--- config.mk ---
export PLATFORM = sky130hd
export DESIGN_NAME = ones_pattern_gen
export DESIGN_NICKNAME = d
export VERILOG_FILES = /design/src/rtl/ones_pattern_pkg.sv /design/src/rtl/rot_first_zero.sv /design/src/rtl/ones_pattern_gen.sv
export SDC_FILE = /design/constraint.sdc
export NUM_CORES = 1
export LEC_CHECK = 0
export BUFFER_PORTS_ARGS = -buffer_cell sky130_fd_sc_hd__buf_2
export CORE_MARGIN = 8
export CORE_UTILIZATION = 25
export CTS_CLUSTER_DIAMETER = 120
export DETAILED_ROUTE_END_ITERATION = 10
export PLACE_DENSITY = 0.45
export RECOVER_POWER = 25
export SLEW_MARGIN = 20
export SYNTH_ARGS = -nofsm -noshare
export SYNTH_HDL_FRONTEND = slang
export SYNTH_SLANG_ARGS = --single-unit
--- constraint.sdc ---
create_clock -name clk_i -period 2.5 [get_ports clk_i]
set_input_delay 0 -clock clk_i [delete_from_list [all_inputs] [get_ports clk_i]]
set_output_delay 0 -clock clk_i [all_outputs]
set_load 0.05 [all_outputs]
--- src/rtl/ones_pattern_pkg.sv ---
// Shared types, constants and helpers for the ones-pattern generator.
// States, LFSR definition and the request-count clamp live here.
package ones_pattern_pkg;

    typedef enum logic [1:0] {
        IDLE = 2'd0,
        FILL = 2'd1,
        OUT  = 2'd2
    } state_e;

    localparam int          LfsrWidth   = 16;
    localparam logic [15:0] LfsrTaps    = 16'hB400;
    localparam logic [15:0] DefaultSeed = 16'hACE1;

    // Requests larger than the word saturate at the word width.
    function automatic logic [31:0] clamp_count(input logic [31:0] cnt,
                                                input logic [31:0] width);
        return (cnt > width) ? width : cnt;
    endfunction

endpackage

--- src/rtl/rot_first_zero.sv ---
// Rotating priority finder: one-hot of the first zero bit at or below
// start, scanning downward and wrapping from bit 0 to bit Width-1.
module rot_first_zero
    import ones_pattern_pkg::*;
#(
    parameter int Width = 8,
    localparam int IdxW = (Width > 1) ? $clog2(Width) : 1
) (
    input  logic [Width-1:0] word,
    input  logic [IdxW-1:0]  start,
    output logic [Width-1:0] onehot,
    output logic             found
);

    logic [IdxW-1:0] idx;

    // Width is a power of two, so the index subtraction wraps for free.
    always_comb begin
        onehot = '0;
        found  = 1'b0;
        idx    = '0;
        for (int k = 0; k < Width; k++) begin
            idx = start - IdxW'(k);
            if (!found && !word[idx]) begin
                onehot[idx] = 1'b1;
                found       = 1'b1;
            end
        end
    end

endmodule

--- src/rtl/ones_pattern_gen.sv ---
// Generates a Width-bit word with exactly min(req_cnt_i, Width) ones, one bit
// per cycle. Define ONES_PATTERN_RANDOM_EN for LFSR-chosen bit positions.
module ones_pattern_gen
    import ones_pattern_pkg::*;
#(
    parameter int          Width  = 8,
    parameter int          CntWdt = 16,
    parameter logic [15:0] Seed   = DefaultSeed
) (
    input  logic              clk_i,
    input  logic              rst_i,
    input  logic              req_valid_i,
    output logic              req_ready_o,
    input  logic [CntWdt-1:0] req_cnt_i,
    output logic [Width-1:0]  data_o,
    output logic              data_valid_o,
    input  logic              data_ready_i,
    output logic              sat_o
);

    localparam int IdxW = (Width > 1) ? $clog2(Width) : 1;
    localparam int RemW = $clog2(Width + 1);
    localparam logic [LfsrWidth-1:0] SeedEff = (Seed == 16'h0000) ? 16'h0001 : Seed;

    state_e                 state, state_next;
    logic [Width-1:0]       data, data_next;
    logic                   sat, sat_next;
    logic [RemW-1:0]        remaining, remaining_next;
    logic [LfsrWidth-1:0]   lfsr, lfsr_next;
    logic [IdxW-1:0]        start;
    logic [Width-1:0]       onehot;
    logic                   found;
    logic [31:0]            n_full;

    assign n_full    = clamp_count(32'(req_cnt_i), 32'(Width));
    assign lfsr_next = lfsr[0] ? ((lfsr >> 1) ^ LfsrTaps) : (lfsr >> 1);

`ifdef ONES_PATTERN_RANDOM_EN
    assign start = lfsr[IdxW-1:0];
`else
    assign start = IdxW'(Width - 1);
`endif

    rot_first_zero #(
        .Width (Width)
    ) u_finder (
        .word   (data),
        .start  (start),
        .onehot (onehot),
        .found  (found)
    );

    // The LFSR free-runs out of reset so the pattern depends only on Seed
    // and request timing, not on which state the machine happens to be in.
    always_ff @(posedge clk_i) begin
        if (rst_i) begin
            state     <= IDLE;
            data      <= '0;
            sat       <= 1'b0;
            remaining <= '0;
            lfsr      <= SeedEff;
        end else begin
            state     <= state_next;
            data      <= data_next;
            sat       <= sat_next;
            remaining <= remaining_next;
            lfsr      <= lfsr_next;
        end
    end

    always_comb begin
        state_next     = state;
        data_next      = data;
        sat_next       = sat;
        remaining_next = remaining;
        case (state)
            IDLE: begin
                if (req_valid_i) begin
                    data_next      = '0;
                    sat_next       = 32'(req_cnt_i) > 32'(Width);
                    remaining_next = RemW'(n_full);
                    state_next     = (n_full == 32'd0) ? OUT : FILL;
                end
            end
            FILL: begin
                if (found) begin
                    data_next = data | onehot;
                end
                remaining_next = remaining - RemW'(1);
                if (remaining == RemW'(1)) begin
                    state_next = OUT;
                end
            end
            OUT: begin
                if (data_ready_i) begin
                    state_next = IDLE;
                end
            end
            default: state_next = IDLE;
        endcase
    end

    assign req_ready_o  = (state == IDLE);
    assign data_valid_o = (state == OUT);
    assign data_o       = data;
    assign sat_o        = sat;

endmodule

==> results.cfg <==
[cells_and_area]
final_area_sq_um = 988.4
multi_input_area_sq_um = 446.7
antenna_cells = 0
final_core_util = 0.3292
area_growth_pct = 27.83
drive_gt1_frac = 0.2787
fillers = 337
regArea_sq_um = 300.3
nets = 145

[synth]
yosys_most_used_dff = dfxtp_1
synth_cells = 88
synth_area_sq_um = 773.2
yosysSeqAreaShare = 0.3883
synthArstFlopShare = 0
avgSynthCellArea_sq_um = 8.787
synthesis.nets = 110
synthTopCellsByArea = dfxtp_1 39%, nor2_1 6.3%, nor4_2 4.9%, a21oi_1 3.9%, o21a_1 3.9%
post_synth_num_cell_types = 36
yosysTopAreaCellShare = 0.3883
ys_ff_latch = 15
synth.most_common_cell = dfxtp_1
yosys.area.top_type = dfxtp_1
synth-edff-count = 0
synth_warnings = 0
yosys-top-cells-count = 15 x dfxtp_1, 13 x nor2_1, 7 x nand2_1

[drt]
first_pass_iters = 4
ant_nets = 0
routed_wl_microns = 2133
drcViolationCount = 0
vias = 759
wire_per_inst_microns = 13.76
viasPerCell = 4.897
drtIter0Drc = 16

[floorplan]
die_h_microns = 71.62
die_area_sq_um = 5129
die_width_microns = 71.62
io_pins = 31
initial_core_util = 0.2575
fp.coreArea_sq_um = 3003
fp-row-count = 20

[sta]
slew_viol_final = 0
fin_hold_ws_ns = 0.04843
tightest_slew_ns = 0.6082
fin_skew_ns = 0.0006685
relSlewSlack = 0.5963
final-setup-viol-count = 0
rsz0062_at_grt = false
fmax_ghz = 0.6880
finalHoldViolCount = 0
final.setup.tns_ns = 0
finalCritPeriodShare = 0.5814
fin_crit_ns = 1.453

[clock_tree]
clk_latency_ns = 0.28
cts_buffer_depth = 2
clkSlewWorstSetupHoldPaths_ns = 0.09
cts_root_buf = clkbuf_4
cts_tree = done
ctsResizeCount = 0
htree_levels = 1
cts.sinks = 15
numCtsBuffers = 3

[worst_setup_path]
r2r_slack_ns = 1.05
reg2reg_from = state[1]$_SDFFE_PP0P_
path_max_fanout = 8
worst_ep_arrival_time_ns = 1.64
required_ns = 2.68
worstSetupStartpointType = flip-flop
reg2reg_depth = 3
criticalPathCategory = flip-flop to flip-flop
setup.worst_path.end_class = flip-flop
r2r_end = data_o[2]$_SDFFE_PP0P_

[hold_path]
hold_end = remaining[1]$_SDFFE_PP0P_
hold_class = input port to flip-flop
hold_path_depth = 3
hp-start = req_cnt_i[1]

[placed_design]
place_area_sq_um = 949.7
hpwl_microns = 1697
gp_congestion = 0.7557
portBuffers = 30

[power_and_ir_drop]
vdd_drop_max_uv = 176.5
leakage_nw = 0.4000
p_per_area_nw_per_um2 = 534.9

[global_routing]
grt_max_degree = 13
grtUsageTotal = 0.08269
overflow = 0
grt_pass1_vias = 728
grt_pass1_wl_microns = 3450
antenna_found_initial = 0

[outcome]
outcome = finished, final reports clean

[job]
drv_cap = 0
[stage by stage]
step                      worst slack (ns)  instances  power (mW)
final                                1.047        155      0.5287
after global routing                0.8811        155      0.5621
after CTS                            1.050        155      0.5339
after detailed placement             1.079        149      0.3910
after global placement               1.182        149      0.3902
after floorplan                     0.8342         88      0.3501
[layout make-up]
class                   count  area share
repair buffers             32      0.1646
clock buffers               4     0.02658
inverters                   3     0.01139
flip-flops and latches     15      0.3038
well taps                  33     0.04177
multi-input cells          68      0.4519
[report_power, final]
group	total, mW	leakage, nW	switching, mW	internal, mW
registers	0.265	0.122	0.0134	0.251
logic	0.122	0.263	0.0726	0.0494
clock network	0.142	0.0150	0.0800	0.0619
total	0.529	0.400	0.166	0.363
[critical path, cell delays in order, from the launching register on]
cell and delay, ns:
dfxtp_1 0.37, nor3b_1 0.48, nor2_1 0.23, a22o_1 0.27
[layout by cell type, fill, tap and decap left out, types with 2 or more instances in the layout]
cell | netlist | layout
nor4_2 | 3 | 3
nor3_1 | 4 | 4
buf_2 | 0 | 24
nand4b_1 | 2 | 2
a21oi_1 | 6 | 6
clkbuf_1 | 1 | 7
clkbuf_4 | 0 | 3
nand4_1 | 2 | 2
dfxtp_1 | 15 | 15
nor2_1 | 13 | 13
nand2_1 | 7 | 7
inv_1 | 3 | 3
dlygate4sd3_1 | 0 | 2
nor2b_1 | 2 | 2
o21a_1 | 4 | 4
ha_1 | 2 | 2
nor3b_1 | 2 | 2
[logic make-up after synthesis]
logic type	Yosys count	share of synthesized area
multiplexers	1	0.01456
flip-flops	15	0.3884
AND/OR/NAND/NOR	41	0.2978
adder cells (fa/ha/maj)	2	0.03236
AO/OA/AOI/OAI	23	0.2217
XOR/XNOR	1	0.01133
buffers and inverters	5	0.03397
[worst max-delay path by stage]
stage | start | end | slack, ns
floorplan | state[1]$_SDFFE_PP0P_ | remaining[3]$_SDFFE_PP0P_ | 0.83
CTS | state[1]$_SDFFE_PP0P_ | data_o[2]$_SDFFE_PP0P_ | 1.05
detailed placement | state[1]$_SDFFE_PP0P_ | data_o[2]$_SDFFE_PP0P_ | 1.08
global placement | state[1]$_SDFFE_PP0P_ | data_o[2]$_SDFFE_PP0P_ | 1.18
global route | state[1]$_SDFFE_PP0P_ | data_o[2]$_SDFFE_PP0P_ | 0.88
finish | state[1]$_SDFFE_PP0P_ | data_o[2]$_SDFFE_PP0P_ | 1.05
[flip-flops by register name, summed over array words and instances, names as in the netlist]
| signal | cells |
|---|---|
| data_o | 8 |
| remaining | 4 |
| sat_o | 1 |
| state | 2 |
[timing repair]
item	4_1_cts	5_1_grt
setup buffers	0	0
hold buffers	2	0
endpoints found under the hold margin	2	0
[per-layer routing]
metal,GRT usage,part of all wire
met5,0,0
met4,0.04762,0.012
met1,0.1011,0.48
met3,0.02092,0.053
met2,0.1275,0.46
Note: power is estimated with default switching activity, not from simulation.
